**config.mk**
```make
export PLATFORM = sky130hd
export DESIGN_NAME = score_keeper
export DESIGN_NICKNAME = d
export VERILOG_FILES = /design/src/rtl/game_pkg.sv /design/src/rtl/bcd_sat_adder.sv /design/src/rtl/score_keeper.sv
export SDC_FILE = /design/constraint.sdc
export NUM_CORES = 1
export LEC_CHECK = 0
export CAP_MARGIN = 20
export CORE_UTILIZATION = 50
export DETAILED_ROUTE_END_ITERATION = 7
export GPL_TIMING_DRIVEN = 0
export MAX_ROUTING_LAYER = met4
export PLACE_DENSITY = 0.76
export RECOVER_POWER = 25
export SLEW_MARGIN = 40
export SYNTH_ARGS = -nofsm -noshare
export SYNTH_HDL_FRONTEND = slang
export SYNTH_SLANG_ARGS = --single-unit
```
**constraint.sdc**
```tcl
create_clock -name clk -period 8.1 [get_ports clk]
set_input_delay 1.62 -clock clk [delete_from_list [all_inputs] [get_ports clk]]
set_output_delay 1.62 -clock clk [all_outputs]
set_load 0.02 [all_outputs]
```
**src/rtl/game_pkg.sv**
```systemverilog
// Shared game-state definitions for the score keeper and its BCD adder.
package game_pkg;

    localparam int BCD_W   = 4;
    localparam int LIVES_W = 3;
    localparam int LEVEL_W = 4;

    typedef enum logic [1:0] {
        ST_IDLE     = 2'd0,
        ST_PLAY     = 2'd1,
        ST_COOLDOWN = 2'd2,
        ST_OVER     = 2'd3
    } game_state_t;

    // Binary 0..99 to two packed BCD digits (tens in [7:4]).
    function automatic logic [7:0] bin_to_bcd2(input logic [6:0] bin);
        logic [3:0] tens;
        logic [3:0] ones;
        tens = 4'(bin / 7'd10);
        ones = 4'(bin % 7'd10);
        return {tens, ones};
    endfunction

endpackage

```
**src/rtl/bcd_sat_adder.sv**
```systemverilog
// Combinational BCD adder: DIGITS-digit score plus a 2-digit BCD addend,
// clamping to all nines when the top digit would carry out.
module bcd_sat_adder
    import game_pkg::*;
#(
    parameter int DIGITS = 4
) (
    input  logic [BCD_W*DIGITS-1:0] score,
    input  logic [7:0]              addend,
    output logic [BCD_W*DIGITS-1:0] sum
);

    logic [DIGITS:0]         carry;
    logic [BCD_W*DIGITS-1:0] raw;

    assign carry[0] = 1'b0;

    genvar gi;
    generate
        for (gi = 0; gi < DIGITS; gi++) begin : g_digit
            logic [3:0] b;
            logic [4:0] s;
            // Only the two low digits receive addend; upper digits just ripple the carry.
            if (gi < 2) begin : g_add
                assign b = addend[BCD_W*gi +: BCD_W];
            end else begin : g_zero
                assign b = 4'd0;
            end
            assign s                     = {1'b0, score[BCD_W*gi +: BCD_W]} + {1'b0, b} + {4'd0, carry[gi]};
            assign carry[gi+1]           = (s > 5'd9);
            assign raw[BCD_W*gi +: BCD_W] = carry[gi+1] ? 4'(s + 5'd6) : s[3:0];
        end
    endgenerate

    assign sum = carry[DIGITS] ? {DIGITS{4'h9}} : raw;

endmodule

```
**src/rtl/score_keeper.sv**
```systemverilog
// Game-state tracker: edge-detected score/hit channels, saturating BCD score,
// lives with post-hit cooldown, level counter and the IDLE/PLAY/COOLDOWN/OVER FSM.
module score_keeper
    import game_pkg::*;
#(
    parameter int                      N_SCORE        = 2,
    parameter logic [4*N_SCORE-1:0]    PTS            = 8'h51,
    parameter int                      DIGITS         = 4,
    parameter int                      LIVES          = 3,
    parameter int                      COOLDOWN_TICKS = 32,
    parameter int                      MAX_LEVEL      = 15
) (
    input  logic                      clk,
    input  logic                      rst,
    input  logic                      tick_en,
    input  logic                      start,
    input  logic [N_SCORE-1:0]        evt_score,
    input  logic                      evt_hit,
    output logic [BCD_W*DIGITS-1:0]   score_bcd,
    output logic [LIVES_W-1:0]        lives,
    output logic [LEVEL_W-1:0]        level,
    output logic [1:0]                state,
    output logic                      hit_flash,
    output logic                      game_over
);

    localparam int CNT_W   = $clog2(COOLDOWN_TICKS + 1);
    localparam int LVL_IDX = (DIGITS == 2) ? 1 : 2;

    game_state_t               state_reg;
    logic [BCD_W*DIGITS-1:0]   score_reg;
    logic [LIVES_W-1:0]        lives_reg;
    logic [LEVEL_W-1:0]        level_reg;
    logic                      hit_flash_reg;
    logic                      game_over_reg;
    logic [N_SCORE-1:0]        prev_score_reg;
    logic                      prev_hit_reg;
    logic [CNT_W-1:0]          cool_cnt_reg;

    logic [N_SCORE-1:0]        rise;
    logic                      hit_rise;
    logic [6:0]                part [N_SCORE+1];
    logic [7:0]                addend_bcd;
    logic [BCD_W*DIGITS-1:0]   score_sum;
    logic                      level_step;
    logic [LEVEL_W-1:0]        level_next;

    assign rise     = evt_score & ~prev_score_reg;
    assign hit_rise = evt_hit & ~prev_hit_reg;

    // Running binary sum of the weights of every channel that rose this tick.
    assign part[0] = 7'd0;
    genvar gi;
    generate
        for (gi = 0; gi < N_SCORE; gi++) begin : g_pts
            assign part[gi+1] = part[gi] + (rise[gi] ? {3'd0, PTS[4*gi +: 4]} : 7'd0);
        end
    endgenerate

    assign addend_bcd = bin_to_bcd2(part[N_SCORE]);

    bcd_sat_adder #(
        .DIGITS (DIGITS)
    ) u_adder (
        .score  (score_reg),
        .addend (addend_bcd),
        .sum    (score_sum)
    );

    // A level is earned whenever the add changes the hundreds digit; nothing moves once saturated.
    assign level_step = (score_sum[BCD_W*LVL_IDX +: BCD_W] != score_reg[BCD_W*LVL_IDX +: BCD_W])
                        && (score_reg != {DIGITS{4'h9}});
    assign level_next = (level_step && (level_reg != LEVEL_W'(MAX_LEVEL))) ? level_reg + 1'b1 : level_reg;

    // Game FSM plus all registered game state; only tick cycles advance anything.
    always_ff @(posedge clk) begin
        if (rst) begin
            state_reg      <= ST_IDLE;
            score_reg      <= '0;
            lives_reg      <= LIVES_W'(LIVES);
            level_reg      <= '0;
            hit_flash_reg  <= 1'b0;
            game_over_reg  <= 1'b0;
            prev_score_reg <= '1;
            prev_hit_reg   <= 1'b1;
            cool_cnt_reg   <= '0;
        end else if (tick_en) begin
            prev_score_reg <= evt_score;
            prev_hit_reg   <= evt_hit;
            case (state_reg)
                ST_IDLE, ST_OVER: begin
                    if (start) begin
                        state_reg     <= ST_PLAY;
                        score_reg     <= '0;
                        lives_reg     <= LIVES_W'(LIVES);
                        level_reg     <= '0;
                        hit_flash_reg <= 1'b0;
                        game_over_reg <= 1'b0;
                        cool_cnt_reg  <= '0;
                    end
                end
                ST_PLAY: begin
                    score_reg <= score_sum;
                    level_reg <= level_next;
                    if (hit_rise) begin
                        lives_reg <= lives_reg - 1'b1;
                        if (lives_reg == LIVES_W'(1)) begin
                            state_reg     <= ST_OVER;
                            game_over_reg <= 1'b1;
                        end else begin
                            state_reg     <= ST_COOLDOWN;
                            hit_flash_reg <= 1'b1;
                            cool_cnt_reg  <= CNT_W'(COOLDOWN_TICKS);
                        end
                    end
                end
                ST_COOLDOWN: begin
                    score_reg    <= score_sum;
                    level_reg    <= level_next;
                    cool_cnt_reg <= cool_cnt_reg - 1'b1;
                    if (cool_cnt_reg == CNT_W'(1)) begin
                        state_reg     <= ST_PLAY;
                        hit_flash_reg <= 1'b0;
                    end
                end
                default: ;
            endcase
        end
    end

    assign score_bcd = score_reg;
    assign lives     = lives_reg;
    assign level     = level_reg;
    assign state     = state_reg;
    assign hit_flash = hit_flash_reg;
    assign game_over = game_over_reg;

endmodule

```
==> flow_summary.toml <==
[cts]
hold_buffers = 0
root_buffer = "clkbuf_8"
cts_tree = "done"
htree_num_levels = 2
clock_path_buffers = 2
cts_buffers = 5
path_clk_slew_ps = 80
clock_latency_ps = 300
clock-sinks = 36

[synth]
yosysWarnings = 0
yosysMostFrequentCell = "nor2_1"
ys_seq_area_share_pct = 27.8
synthTopCellsByArea = "dfxtp_1, ha_1, nor2_1, a21oi_1, o21ai_0"
ys_async_sr_fraction_pct = 0
synth_compound_area_share_pct = 23.2
ys_types = 62
synth-main-ff-cell = "dfxtp_1"
synth_top_family_by_area = "simple AND/OR/NAND/NOR gates"
synth_edf_count = 0
syn_inst = 332
synth_mux_area_share_pct = 2.42
yosys.area_share.simple_pct = 27.6
synthAdderAreaFrac_pct = 10.4
syn_area_um2 = 2590
synth_commonest_cells = "nor2_1, dfxtp_1, a21oi_1"
synth_xor_area_share_pct = 2.71
netlist.area_leader.share_pct = 27.8
yosys.area.top_type = "dfxtp_1"
syn_avg_cell_area_um2 = 7.80
synth.net_count = 360
synth_seq_cells = 36

[grt]
grt_pass1_vias = 2197
grt.total_usage_pct = 24.1
grt_pass1_wl_um = 10000
antenna_found_initial = 0
grt_max_degree = 15
grt-ovfl-total = 0

[worst_setup_path]
worstPathRequired_ps = 8290
arrival_ps = 8000
worstSetupEndpointType = "register"
r2r_slack_ps = 1810
cpPeakStageDelay_ps = 490
critical_path.top_delay_family = "adder cells"
start_kind = "primary input"
crit_path_top_delay_cell = "fa_2"
cp.buffers_inverters = 4
crit_type = "primary input to register"
cp_max_fo = 14

[route]
wl_per_cell_um = 14.1
ant_nets = 0
wl_met3_um = 254
wl_met2_um = 2790
viasPerCell = 5.80
first_pass_iters = 4
totalWireLength_um = 6190
drc_errors = 0
met1_length_um = 3030
drt_iter0_drc = 170
routed.top_layer = "met4"
vias = 2548

[timing]
relSlewSlack_pct = 52.2
max_freq_ghz = 0.128
finalSetupViolCount = 0
fin_skew_ps = 7.88
fin_crit_ps = 7800
tightest_slew_ps = 716
final_hold_viol_count = 0
slew_violations = 0
fin_crit_sh_pct = 96.3

[placement]
hpwl_um = 4400
gp_congestion = 0.875
io_buffers = 31

[cells_and_area]
finalCoreUtilization_pct = 65.8
fillCellCount = 429
syn_to_final_growth_pct = 23.2
drive_gt1_share_pct = 9.95
fin_nets = 399
diodes = 0
largest_reg_flops = 16

[floorplan]
start_util_pct = 53.4
row_count = 25
die_area_um2 = 5470
die_h_um = 74.0
coreArea_um2 = 4850
die_w_um = 74.0
ios = 34

[status]
outcome = "finished, final reports clean"

[min_path]
hp-class = "register to register"

[job]
maxCapViolCount = 0

[pwr]
p_leak_nw = 1.22
peakVddDrop_mv = 0.122
powerDensity_nw_per_um2 = 114
fin_total_pwr_w = 0.000365
## cells by family after synthesis
group                    count (synthesis)
AND/OR/NAND/NOR                        133
AO/OA/AOI/OAI                           90
buffers and inverters                   38
flip-flops                              36
adder cells (fa/ha/maj)                 21
XOR/XNOR                                 8
multiplexers                             6
## worst min-delay path: stages, from the launching register on
cell     delay [ps]
dfxtp_1         320
o21ai_0          70
a21oi_1          60
## placed cells by master, fill, tap and decap left out, drive strengths merged, types with 3 or more instances in the layout
| cell type | instances |
|---|---|
| nor2 | 38 |
| dfxtp | 36 |
| a21oi | 27 |
| nand2 | 20 |
| ha | 20 |
| clkdlybuf4s50 | 19 |
| inv | 18 |
| clkbuf | 18 |
| o21ai | 17 |
| nand3 | 12 |
| dlygate4sd3 | 12 |
| nor2b | 12 |
| nor3 | 12 |
| buf | 9 |
| a22oi | 8 |
| nand2b | 7 |
| xnor2 | 6 |
| a211oi | 5 |
| a31oi | 5 |
| and3 | 4 |
| mux2i | 4 |
| a221oi | 4 |
| and2 | 4 |
| and3b | 3 |
| o31ai | 3 |
| a211o | 3 |
| nand4 | 3 |
| o211ai | 3 |
## what timing repair did
action,in CTS,in global routing
gates resized for setup,10,12
buffers inserted,0,3
endpoints found under the setup margin,19,18
pin swaps,0,2
## routing by layer
metal / vias to the layer above / GRT usage (%)
met3: 12 / 3.25
met5: - / -
met4: 0 / 8.33
li1: 1277 / -
met2: 67 / 37.3
met1: 1192 / 32.3
## stage by stage
step / hold slack (ps) / cell area, um2 / worst slack [ps] / setup TNS, ps / std cells
3_3_place_gp: 462 / 2980 / -1390 / -22700 / 430
5_1_grt: 536 / 3190 / -44.3 / -151 / 439
6_report: 493 / 3190 / 297 / 0 / 439
4_1_cts: 499 / 3120 / 73.7 / 0 / 436
3_5_place_dp: 486 / 2980 / -1430 / -23570 / 430
2_1_floorplan: 449 / 2590 / 69.7 / 0 / 332
## power by group
part           switching (W)  internal [W]
Combinational      0.0000302     0.0000156
Clock              0.0000691     0.0000679
Sequential        0.00000215      0.000180
## cell type report
type / instances / area, um2 / share of cell area, %
plain buffers: 18 / 78.8 / 2.47
clock buffers: 6 / 82.6 / 2.59
clock inverters: 2 / 10.0 / 0.314
inverters: 18 / 67.6 / 2.12
multi-input cells: 258 / 1820 / 56.9
flip-flops and latches: 36 / 721 / 22.6
well taps: 67 / 83.8 / 2.63
repair buffers: 34 / 333 / 10.4
## path summary, 6_finish.rpt
check               startpoint               to  cells past startpoint
max reg2reg  prev_score_reg[1]         level[0]                     27
min reg2reg    cool_cnt_reg[4]  cool_cnt_reg[4]                      2
min            cool_cnt_reg[4]  cool_cnt_reg[4]                      2
max               evt_score[1]         level[0]                     28
Power figures use the tool's default switching activity.
